[src/rtl/stage_if.sv]
// -----------------------------------------------------------------------------
// stage_if -- instruction-fetch stage of the 5-stage MIPS pipeline.
//
// Owns the PC and fetches from instruction memory over a req/ack handshake
// that tolerates wait states. Owns the IF/ID pipeline register and applies
// branch/jump targets resolved in ID. Branches have one delay slot, so
// nothing fetched is ever flushed.
//
// Handshake: imem_req is held high at a constant imem_addr (== pc) until
// imem_ack pulses; imem_rdata is valid in that ack cycle. imem_ack seen while
// imem_req is low is ignored. pc changes only when an instruction is
// accepted into IF/ID.
//
// Optional feature: define IF_PERF_CNT_EN to add fetch_cnt / wait_cnt.
//
// Ports
//   clk          in   1   clock, rising edge
//   rst          in   1   asynchronous active-low reset
//   imem_req     out  1   fetch request
//   imem_addr    out  32  fetch address (== pc, word aligned)
//   imem_ack     in   1   one-cycle pulse, imem_rdata valid
//   imem_rdata   in   32  fetched instruction word
//   Stall_ID     in   1   ID holds; IF/ID must not change
//   Redirect_ID  in   1   taken branch / jump in ID this cycle
//   Address_ID   in   32  redirect target ([1:0] forced to 0)
//   Instr_ID     out  32  IF/ID instruction (0 = nop when not valid)
//   pc4_ID       out  32  IF/ID PC+4 of Instr_ID
//   valid_ID     out  1   Instr_ID is a real fetched instruction
//   dbg_state    out  1   FSM state (0 = FETCH, 1 = HOLD)
//   fetch_cnt    out  32  (IF_PERF_CNT_EN) accepted instructions, saturating
//   wait_cnt     out  32  (IF_PERF_CNT_EN) FETCH cycles waiting on ack
// -----------------------------------------------------------------------------
module stage_if #(
  parameter logic [31:0] RESET_PC = 32'h0000_3000
) (
  input  logic        clk,
  input  logic        rst,
  output logic        imem_req,
  output logic [31:0] imem_addr,
  input  logic        imem_ack,
  input  logic [31:0] imem_rdata,
  input  logic        Stall_ID,
  input  logic        Redirect_ID,
  input  logic [31:0] Address_ID,
  output logic [31:0] Instr_ID,
  output logic [31:0] pc4_ID,
  output logic        valid_ID,
`ifdef IF_PERF_CNT_EN
  output logic [31:0] fetch_cnt,
  output logic [31:0] wait_cnt,
`endif
  output logic        dbg_state
);

  typedef enum logic {
    FETCH = 1'b0,
    HOLD  = 1'b1
  } state_t;

  state_t      r_state;
  logic [31:0] r_pc;
  logic [31:0] r_hold_buf;
  logic        r_pend_v;
  logic [31:0] r_pend_tgt;
  logic [31:0] r_instr_id;
  logic [31:0] r_pc4_id;
  logic        r_valid_id;

  logic        w_fetch_ack;
  logic        w_accept;
  logic [31:0] w_word;
  logic [31:0] w_pc_plus4;
  logic [31:0] w_tgt;
  logic [31:0] w_npc;

  // An ack only counts while a request is outstanding (FETCH state).
  assign w_fetch_ack = (r_state == FETCH) && imem_ack;

  // Accept: a word moves into IF/ID, either straight from memory or from
  // the hold buffer once ID releases its stall.
  assign w_accept = (w_fetch_ack && !Stall_ID) ||
                    ((r_state == HOLD) && !Stall_ID);

  assign w_word     = (r_state == HOLD) ? r_hold_buf : imem_rdata;
  assign w_pc_plus4 = r_pc + 32'd4;
  assign w_tgt      = Address_ID & 32'hFFFF_FFFC;

  // A redirect this cycle beats an older pending one (newest wins).
  always_comb begin
    w_npc = w_pc_plus4;
    if (Redirect_ID)   w_npc = w_tgt;
    else if (r_pend_v) w_npc = r_pend_tgt;
  end

  always_ff @(posedge clk or negedge rst) begin
    if (!rst) begin
      r_state    <= FETCH;
      r_pc       <= RESET_PC;
      r_hold_buf <= 32'h0;
      r_pend_v   <= 1'b0;
      r_pend_tgt <= 32'h0;
      r_instr_id <= 32'h0;
      r_pc4_id   <= 32'h0;
      r_valid_id <= 1'b0;
    end else begin
      case (r_state)
        FETCH: begin
          if (w_fetch_ack && Stall_ID) begin
            r_hold_buf <= imem_rdata;
            r_state    <= HOLD;
          end
        end
        HOLD: begin
          if (!Stall_ID) r_state <= FETCH;
        end
        default: r_state <= FETCH;
      endcase

      // IF/ID register: hold on stall, load on accept, otherwise bubble.
      if (w_accept) begin
        r_instr_id <= w_word;
        r_pc4_id   <= w_pc_plus4;
        r_valid_id <= 1'b1;
        r_pc       <= w_npc;
        r_pend_v   <= 1'b0;
      end else if (!Stall_ID) begin
        r_instr_id <= 32'h0;
        r_valid_id <= 1'b0;
      end

      // The delay slot has not been accepted yet: remember the target.
      if (Redirect_ID && !w_accept) begin
        r_pend_tgt <= w_tgt;
        r_pend_v   <= 1'b1;
      end
    end
  end

  assign imem_req  = (r_state == FETCH);
  assign imem_addr = r_pc;
  assign Instr_ID  = r_instr_id;
  assign pc4_ID    = r_pc4_id;
  assign valid_ID  = r_valid_id;
  assign dbg_state = r_state;

`ifdef IF_PERF_CNT_EN
  logic [31:0] r_fetch_cnt;
  logic [31:0] r_wait_cnt;

  always_ff @(posedge clk or negedge rst) begin
    if (!rst) begin
      r_fetch_cnt <= 32'h0;
      r_wait_cnt  <= 32'h0;
    end else begin
      if (w_accept && (r_fetch_cnt != 32'hFFFF_FFFF))
        r_fetch_cnt <= r_fetch_cnt + 32'd1;
      if ((r_state == FETCH) && !imem_ack && (r_wait_cnt != 32'hFFFF_FFFF))
        r_wait_cnt <= r_wait_cnt + 32'd1;
    end
  end

  assign fetch_cnt = r_fetch_cnt;
  assign wait_cnt  = r_wait_cnt;
`endif

endmodule

[config.mk]
export PLATFORM = sky130hd
export DESIGN_NAME = stage_if
export DESIGN_NICKNAME = d
export VERILOG_FILES = /design/src/rtl/stage_if.sv
export SDC_FILE = /design/constraint.sdc
export NUM_CORES = 1
export LEC_CHECK = 0
export CELL_PAD_IN_SITES_DETAIL_PLACEMENT = 1
export CELL_PAD_IN_SITES_GLOBAL_PLACEMENT = 1
export CORE_MARGIN = 4
export CORE_UTILIZATION = 39
export CTS_CLUSTER_DIAMETER = 40
export CTS_CLUSTER_SIZE = 16
export DETAILED_ROUTE_END_ITERATION = 8
export GPL_TIMING_DRIVEN = 0
export PLACE_DENSITY = 0.89
export SLEW_MARGIN = 15
export SYNTH_ARGS = -nofsm -noshare
export SYNTH_HDL_FRONTEND = slang
export SYNTH_SLANG_ARGS = --single-unit
[constraint.sdc]
create_clock -name clk -period 3 [get_ports clk]
set_clock_uncertainty 0.05 [all_clocks]
set_input_delay 0.3 -clock clk [delete_from_list [all_inputs] [get_ports clk]]
set_output_delay 0.3 -clock clk [all_outputs]
set_load 0.02 [all_outputs]
[After elaboration in Yosys (flattened, before gate mapping)]
Index checks and enable logic that the tools add are counted.
Cells by class
  bitwise gates (word level): 1
  reductions and logical operators: 10
  muxes and demuxes: 12
  add/subtract/negate cells: 1
  equal/unequal tests: 1
Operator list (number)
  32-bit 2-to-1 mux: 5
  32-bit by 3-bit adder with 32-bit output, second input constant: 1
  1-bit 2-to-1 mux: 6
  1-bit logical AND: 5
  1-bit logical NOT: 2
  2-bit by 1-bit != test with 1-bit output, second input constant: 1
  1-bit case mux with 2 select lines: 1
  2-bit AND reduction: 1
  2-bit nonzero test: 1
  1-bit logical OR: 1
  1-bit inverter: 1
Word-level totals
  output and inout bits: 99
  register bits: 161
  input bits: 69
  logic and storage cells: 33

[Depth between registers and ports, before layout]
Gate-level depths: netlist (run 1).
  depth after elaboration: 7
  mapped depth: 7
  depth with buffers taken out: 5

[Worst setup path before layout (run 1)]
OpenSTA, ideal clock, no wires.
  kind: register to register
  start: reg r_pc[2] (netlist: imem_addr[2])
  end: reg r_pc4_id[26] (netlist: pc4_ID[26])
  clock period less this slack: 2.357 ns
  arrival time: 2.225 ns
  setup slack: 0.643 ns
  setup time: 0.082 ns
  path buffers: 2
  data required time: 2.868 ns
  cell stages (with the launch flop): 8
  cells stage by stage: dfrtp_1 ha_1 nand4_4 or4_1 buf_2 buf_6 or3_1 a31oi_1
Between the ends
  word-level cells in the longest chain between the ends: 1
RTL lines
  from (decl): RTL line 61  | logic [31:0] r_pc;
  from (signal assigned): RTL line 124  | r_pc <= w_npc;
  32-bit by 3-bit adder with 32-bit output: RTL line 85  | assign w_pc_plus4 = r_pc + 32'd4;
  to (signal assigned): RTL line 122  | r_pc4_id <= w_pc_plus4;
  to (decl): RTL line 66  | logic [31:0] r_pc4_id;
Every way passes these cells.
A chain may end at the register's enable or synchronous reset.

[Worst setup path in the final report (run 1)]
  start: reg r_pc[2] (netlist: imem_addr[2])
  end: reg r_pc[24] (netlist: imem_addr[24])
Between the ends
  word-level cells in the longest chain between the ends: 3
RTL lines
  32-bit by 3-bit adder with 32-bit output: RTL line 85
  32-bit 2-to-1 mux: RTL line 92  | else if (r_pend_v) w_npc = r_pend_tgt;
  32-bit 2-to-1 mux: RTL line 91  | if (Redirect_ID) w_npc = w_tgt;
Every way passes these cells.

==> results by group, run 1 <==
Route
  – Wire per inst: 22.9 microns
  – Met2 routed WL: 13,700 microns
  – DRT Pass-1 Iters: 5
  – Routed Antenna Nets: 0
  – Via count: 7,197
  – WL met1: 11,200 microns
  – Met3 WL: 2040 microns
  – Vias per inst: 5.89
  – Starting DRT DRC Count: 600
  – Max layer used: met4
  – Routed wire length: 27,900 microns
  – # DRC: 0

Timing
  – WHS: 0.361 ns
  – Worst slew pin tran: 1.19 ns
  – Relative max-transition margin: 0.201
  – RSZ-0062 raised after global routing: false
  – Period utilization: 0.955
  – Hold Vio Cnt, Final: 0
  – Fin crit period: 2.86 ns
  – Slew Viols, Final: 0
  – Final setup fails: 0
  – Maximum clock rate: 349 MHz

Yosys
  – Post-synth EDFFs: 0
  – Seq cells post-synth: 157
  – Area leader, netlist: dfrtp_1
  – Top-count cell post-synth: dfrtp_1
  – Yosys warns: 0
  – Post-synth top flop: dfrtp_1
  – Seq/Total Area, Yosys: 0.510
  – Leading post-synthesis cells by cell area: dfrtp_1, mux2_2, o21ai_0, nand2_1, a22oi_1
  – Synth cell count leaders: dfrtp_1, nand2_1, o21ai_0
  – Mapped Cells: 760
  – Mapped cell area: 7710 sq um
  – Asr flop ratio synth: 1.00
  – Synth cell types: 66
  – Top cell type's share of synthesized area: 0.503
  – Syn avg cell area: 10.2 sq um

Placement
  – Placed cell area: 9690 sq um
  – Post-DP HPWL: 19,800 microns
  – GPL Wtd Cong: 0.941
  – Port buffer count: 160

Clocking
  – H-Tree Depth: 4
  – Root Buffer: clkbuf_16
  – Buffer count from post-CTS setup fixing: 0
  – Sink Count: 157
  – CTS tree: built
  – Clk slew on worst S/H paths: 0.07 ns
  – Clk_lat worst skew: 0.44 ns
  – Max clock buf depth: 2
  – Num CTS Buffers: 17

Run
  – Max_cap viols: 0

Finish
  – Nets: 1,014
  – Ant. Diodes: 0
  – Final Cell Area: 10,300 sq um
  – Area growth syn-to-layout: 33.7%
  – Layout cells sized above 1: 0.135

Power
  – Pwr/cell area: 693 nW/um^2
  – Maximum VDD drop: 434 uV
  – Leakage: 4.08 nW
  – Post-route total power: 7.15 mW

Setup path
  – RR Endpoint: imem_addr[24]
  – Kind of start point of the critical path: register
  – R2r setup slk: 0.14 ns
  – CP arrival: 3.13 ns
  – Worst r2r src: imem_addr[2]
  – CP endpoint kind: register
  – Critical path fanouts, max: 9
  – FF-to-FF path depth: 5
  – Worst setup path class: reg2reg
  – Worst Path Required: 3.26 ns

Global route
  – Largest net degree at the start of global routing: 85
  – Initial antenna violation count: 0
  – Total gr overflow: 0
  – Number of global-route vias before repair: 7,539
  – First-pass GRT wire length: 43,200 microns
  – GRT Util Overall: 0.252

Die
  – Initial core utilization: 0.396
  – Die area: 22,100 sq um
  – CORE AREA: 19,500 sq um
  – Top-level I/O count: 168
  – Std cell rows: 51
  – Die width: 149 microns
  – Die height: 149 microns

Min path
  – HP Class: in2async

Outcome
  – Status: finished, final reports clean
[cell usage in the layout, fill, tap and decap left out, types with 6 or more instances in the layout]
| master | netlist | routed |
|---|---|---|
| and4_1 | 7 | 7 |
| nor4_1 | 9 | 8 |
| o31ai_1 | 8 | 8 |
| nand4_1 | 15 | 15 |
| nand2_1 | 91 | 91 |
| or3_1 | 13 | 13 |
| a21oi_1 | 15 | 15 |
| nand3_1 | 21 | 21 |
| dfrtp_1 | 155 | 155 |
| clkbuf_1 | 47 | 47 |
| inv_1 | 11 | 11 |
| o22ai_1 | 6 | 6 |
| buf_1 | 7 | 6 |
| o211ai_1 | 9 | 9 |
| xnor2_1 | 7 | 7 |
| a22oi_1 | 42 | 42 |
| or4_1 | 9 | 9 |
| nor2_1 | 28 | 28 |
| clkbuf_16 | 0 | 17 |
| a31oi_1 | 16 | 16 |
| mux2_2 | 61 | 61 |
| nor3_1 | 17 | 17 |
| a22o_1 | 6 | 6 |
| clkdlybuf4s50_1 | 0 | 159 |
| o21ai_0 | 70 | 70 |
| and3_1 | 6 | 6 |
| buf_2 | 7 | 8 |
[worst max-delay path by stage]
stage	from	to	depth (start not counted)
global placement	rst	r_pend_tgt[4]	1
global route	imem_addr[2]	imem_addr[24]	5
finish	imem_addr[2]	imem_addr[24]	5
floorplan	imem_addr[2]	pc4_ID[26]	7
detailed placement	imem_ack	valid_ID	6
CTS	dbg_state	pc4_ID[15]	6
[routing by layer]
| layer | vias to the layer above | global-route usage |
|---|---|---|
| met2 | 309 | 0.412 |
| li1 | 3175 | - |
| met5 | - | 0 |
| met1 | 3640 | 0.323 |
| met4 | 0 | 0.107 |
| met3 | 73 | 0.0570 |
[stage by stage]
| stage | setup slack, ns | setup TNS, ns | instances | util |
|---|---|---|---|---|
| finish | 0.135 | 0 | 1222 | 0.530 |
| global route | 0.0252 | 0 | 1222 | 0.530 |
| CTS | 0.0763 | 0 | 1222 | 0.530 |
| detailed placement | -0.169 | -1.85 | 1189 | 0.498 |
| global placement | -4.99 | -778.40 | 1188 | 0.496 |
| floorplan | 0.643 | 0 | 763 | - |
[registers in the layout, indices dropped and copies added (netlist names)]
name        count
r_pend_tgt     30
pc4_ID         30
dbg_state       1
r_hold_buf     32
Instr_ID       32
imem_addr      30
r_pend_v        1
valid_ID        1
[final cells by class]
cell class              instances  area [sq um]
well taps                     265           332
clock inverters                14           173
plain buffers                  71           343
fillers                      2145          9150
inverters                      11          41.3
multi-input cells             524          3420
repair buffers                162          1640
flip-flops and latches        157          3930
clock buffers                  18           429
[worst max-delay path, cell delays in order, from the launching register on]
cell and delay (ns):
dfrtp_1 0.56, ha_1 0.37, nand4_4 0.20, nor4_1 1.04, nand3_1 0.17, a311o_1 0.35
[where the power goes]
part	total (mW)	internal (mW)	switching [mW]
sequential	2.85	2.50	0.344
clock	2.27	1.26	1.01
combinational	2.04	0.907	1.13
[kinds of logic after synthesis]
| family | synth area share |
|---|---|
| muxes | 0.0929 |
| DFF | 0.510 |
| other | 0.000486 |
| AOI/OAI and AO/OA | 0.181 |
| xor gates and xnor gates | 0.0102 |
| adders and majority gates | 0.00162 |
| buffers and inverters | 0.0495 |
| and+or+nand+nor | 0.155 |
[repair_timing]
action	in CTS	in global routing
resized for setup	2	1
hold buffers	1	0
endpoints found under the setup margin	11	18
hold endpoints to repair	72	0
Note: power is estimated with default switching activity, not from simulation.
==> run 2, diff against run 1 <==
CORE_UTILIZATION = 49   (was 39)
DONT_BUFFER_PORTS = 1   (was default)
==> run 2 against run 1 <==
- the flow now finishes with violations (hold timing)
- global-route usage increased by 7.7 points
- die area decreased by 19%
- non-clock buffer count decreased by 101
- combinational power decreased by 45%
- largest power group unchanged
- cell area decreased by 11%
- wire length increased by 3.5%
==> results by group, run 2 (same netlist as run 1, synthesis figures left out) <==
Timing
  – WHS: -0.500 ns (-0.861 ns)
  – Period utilization: 0.951 (-0.00431)
  – Worst slew pin tran: 0.976 ns (-0.212 ns)
  – Fin crit period: 2.85 ns (-0.0129 ns)
  – Slew Viols, Final: 0 (unchanged)
  – Setup TNS: 0 ns (unchanged)
  – Relative max-transition margin: 0.343 (+0.142)
  – RSZ-0062 raised after global routing: false
  – Final setup fails: 0 (unchanged)
  – Hold Vio Cnt, Final: 157 (+157)
  – Maximum clock rate: 351 MHz (+0.45%)

Global route
  – GRT Util Overall: 0.329 (+0.0768)
  – Initial antenna violation count: 0 (unchanged)
  – Number of global-route vias before repair: 7,722 (+2.4%)
  – Total gr overflow: 0 (unchanged)
  – First-pass GRT wire length: 45,200 microns (+4.7%)
  – Largest net degree at the start of global routing: 158 (+86%)

Setup path
  – WP depth: 6 (+1)
  – Worst Path Required: 3.27 ns (about the same)
  – Critical path fanouts, max: 10 (+1)
  – CP top delay family: buffers and inverters
  – CP arrival: 3.12 ns (about the same)
  – WP buf/inv: 3 (+3)
  – CP peak stage delay: 0.59 ns (-0.45 ns)
  – CP cell instances: clkbuf_1, o21ba_2, clkbuf_1, clkbuf_1, o21ai_0, o2bb2ai_1
  – Cell with the most instances on the worst path: clkbuf_1
  – CP endpoint kind: register
  – FF-to-FF path depth: 6 (+1)
  – Worst setup path class: reg2reg
  – Kind of start point of the critical path: register
  – Slowest stage cell on the critical path: clkbuf_1
  – R2r setup slk: 0.15 ns (about the same)

Power
  – Sequential share of power: 0.490 (+0.092)
  – Sw frac: 0.362 (+0.0157)
  – Internal power: 4.18 mW (-11%)
  – Maximum VDD drop: 428 uV (-1.4%)
  – Clock power frac: 0.338 (+0.021)
  – Comb power frac: 0.173 (-0.112)
  – Leakage: 3.70 nW (-9.4%)
  – Pwr/cell area: 712 nW/um^2 (+2.6%)
  – Switching Power: 2.37 mW (-4.2%)

Route
  – # DRC: 0 (unchanged)
  – Vias per inst: 6.61 (+12%)
  – Routed Antenna Nets: 0 (unchanged)
  – Starting DRT DRC Count: 711 (+19%)
  – DRT Pass-1 Iters: 5 (unchanged)
  – Via count: 7,059 (-1.9%)
  – Wire per inst: 27.1 microns (+18%)
  – Routed wire length: 28,900 microns (+3.5%)

Finish
  – Area growth syn-to-layout: 19.4%
  – Layout cells sized above 1: 0.150 (+0.0147)
  – Most frequent cells in the layout: dfrtp_1, nand2_1, o21ai_0, dlygate4sd3_1, mux2_2
  – Nets: 913 (-10%)
  – Commonest non-fill, non-tap cell in the layout: dfrtp_1

Placement
  – GPL Wtd Cong: 0.903 (-4.0%)
  – Port buffer count: 0 (-100%)
  – Post-DP HPWL: 18,300 microns (-7.5%)

Outcome
  – Status: complete, but fails checks
  – Failing checks: hold timing

Die
  – Die area: 17,800 sq um (-19%)
  – Std cell rows: 45 (-12%)
  – Die width: 133 microns (-10%)
  – CORE AREA: 15,300 sq um (-21%)
  – Top-level I/O count: 168 (unchanged)
  – Die height: 133 microns (-10%)
  – Initial core utilization: 0.504 (+0.107)

Clocking
  – Max clock buf depth: 2 (unchanged)
  – H-Tree Depth: 4 (unchanged)
  – Sink Count: 157 (unchanged)
  – Root Buffer: clkbuf_16
  – CTS tree: built
  – Clk slew on worst S/H paths: 0.08 ns (about the same)
  – Num CTS Buffers: 17 (unchanged)
  – # hold bufs at CTS: 62 (+61)
  – Clk_lat worst skew: 0.44 ns (about the same)

Min path
  – HP Class: in2async

Run
  – Max_cap viols: 0 (unchanged)
## run 2: cell count changes in the layout (fill, tap and decap cells not counted), sizes merged
cell	before	now
clkdlybuf4s50	159	0
buf	24	21
diode	0	1
bufinv	2	1
clkinv	2	4
inv	19	18
dlygate4sd3	1	62
## run 2: power groups by stage
stage	combinational (mW)	clock, mW	sequential, mW
global placement	0.931	0	3.18
floorplan	0.762	0	3.07
CTS	1.09	2.18	3.18
detailed placement	1.00	0	3.21
finish	1.13	2.21	3.21
global route	1.23	2.31	3.25
## run 2: final cells by class
type / count / area (sq um)
Timing Repair Buffer: 62 / 621
Tap cell: 211 / 264
Multi-Input combinational cell: 524 / 3420
Fill cell: 1667 / 6100
Antenna cell: 1 / 2.50
Sequential cell: 157 / 3930
Inverter: 11 / 41.3
Clock inverter: 14 / 150
Buffer: 70 / 339
Clock buffer: 18 / 439
## run 2: per-stage QoR
stage	setup WS, ns	std cells	util	instance area [sq um]	power (mW)
final	0.148	1068	0.601	9210	6.55
after detailed placement	-0.0934	974	0.522	7990	4.22
after floorplan	0.643	763	-	7730	3.83
after global placement	-0.0507	974	0.522	7990	4.11
after CTS	0.0568	1068	0.601	9200	6.46
after global routing	0.00102	1067	0.601	9210	6.79
## run 2: path summary, 6_finish.rpt
kind	from	endpoint
max	dbg_state	imem_addr[16]
min	rst	Instr_ID[0]
max reg2reg	dbg_state	imem_addr[16]
min reg2reg	r_pend_tgt[18]	r_pend_tgt[18]
max in group asynchronous	rst	pc4_ID[12]
min in group clk	imem_rdata[28]	Instr_ID[28]
## run 2: timing repair
item | 4_1_cts | 5_1_grt
hold endpoints to repair | 220 | 157
endpoints found under the setup margin | 10 | 28
gates cloned | 0 | 0
resized for setup | 1 | 3
buffers inserted | 0 | 0
## run 2: routing by layer
layer / part of all wire / GRT usage
met5: 0 / 0
met4: 0.046 / 0.162
met3: 0.076 / 0.0880
met2: 0.50 / 0.549
met1: 0.38 / 0.396
## run 2: worst register-to-register path, cell delays in order (launching register included)
cell	delay (ns)
dfrtp_1	0.48
clkbuf_1	0.44
o21ba_2	0.23
clkbuf_1	0.54
clkbuf_1	0.60
o21ai_0	0.23
o2bb2ai_1	0.17
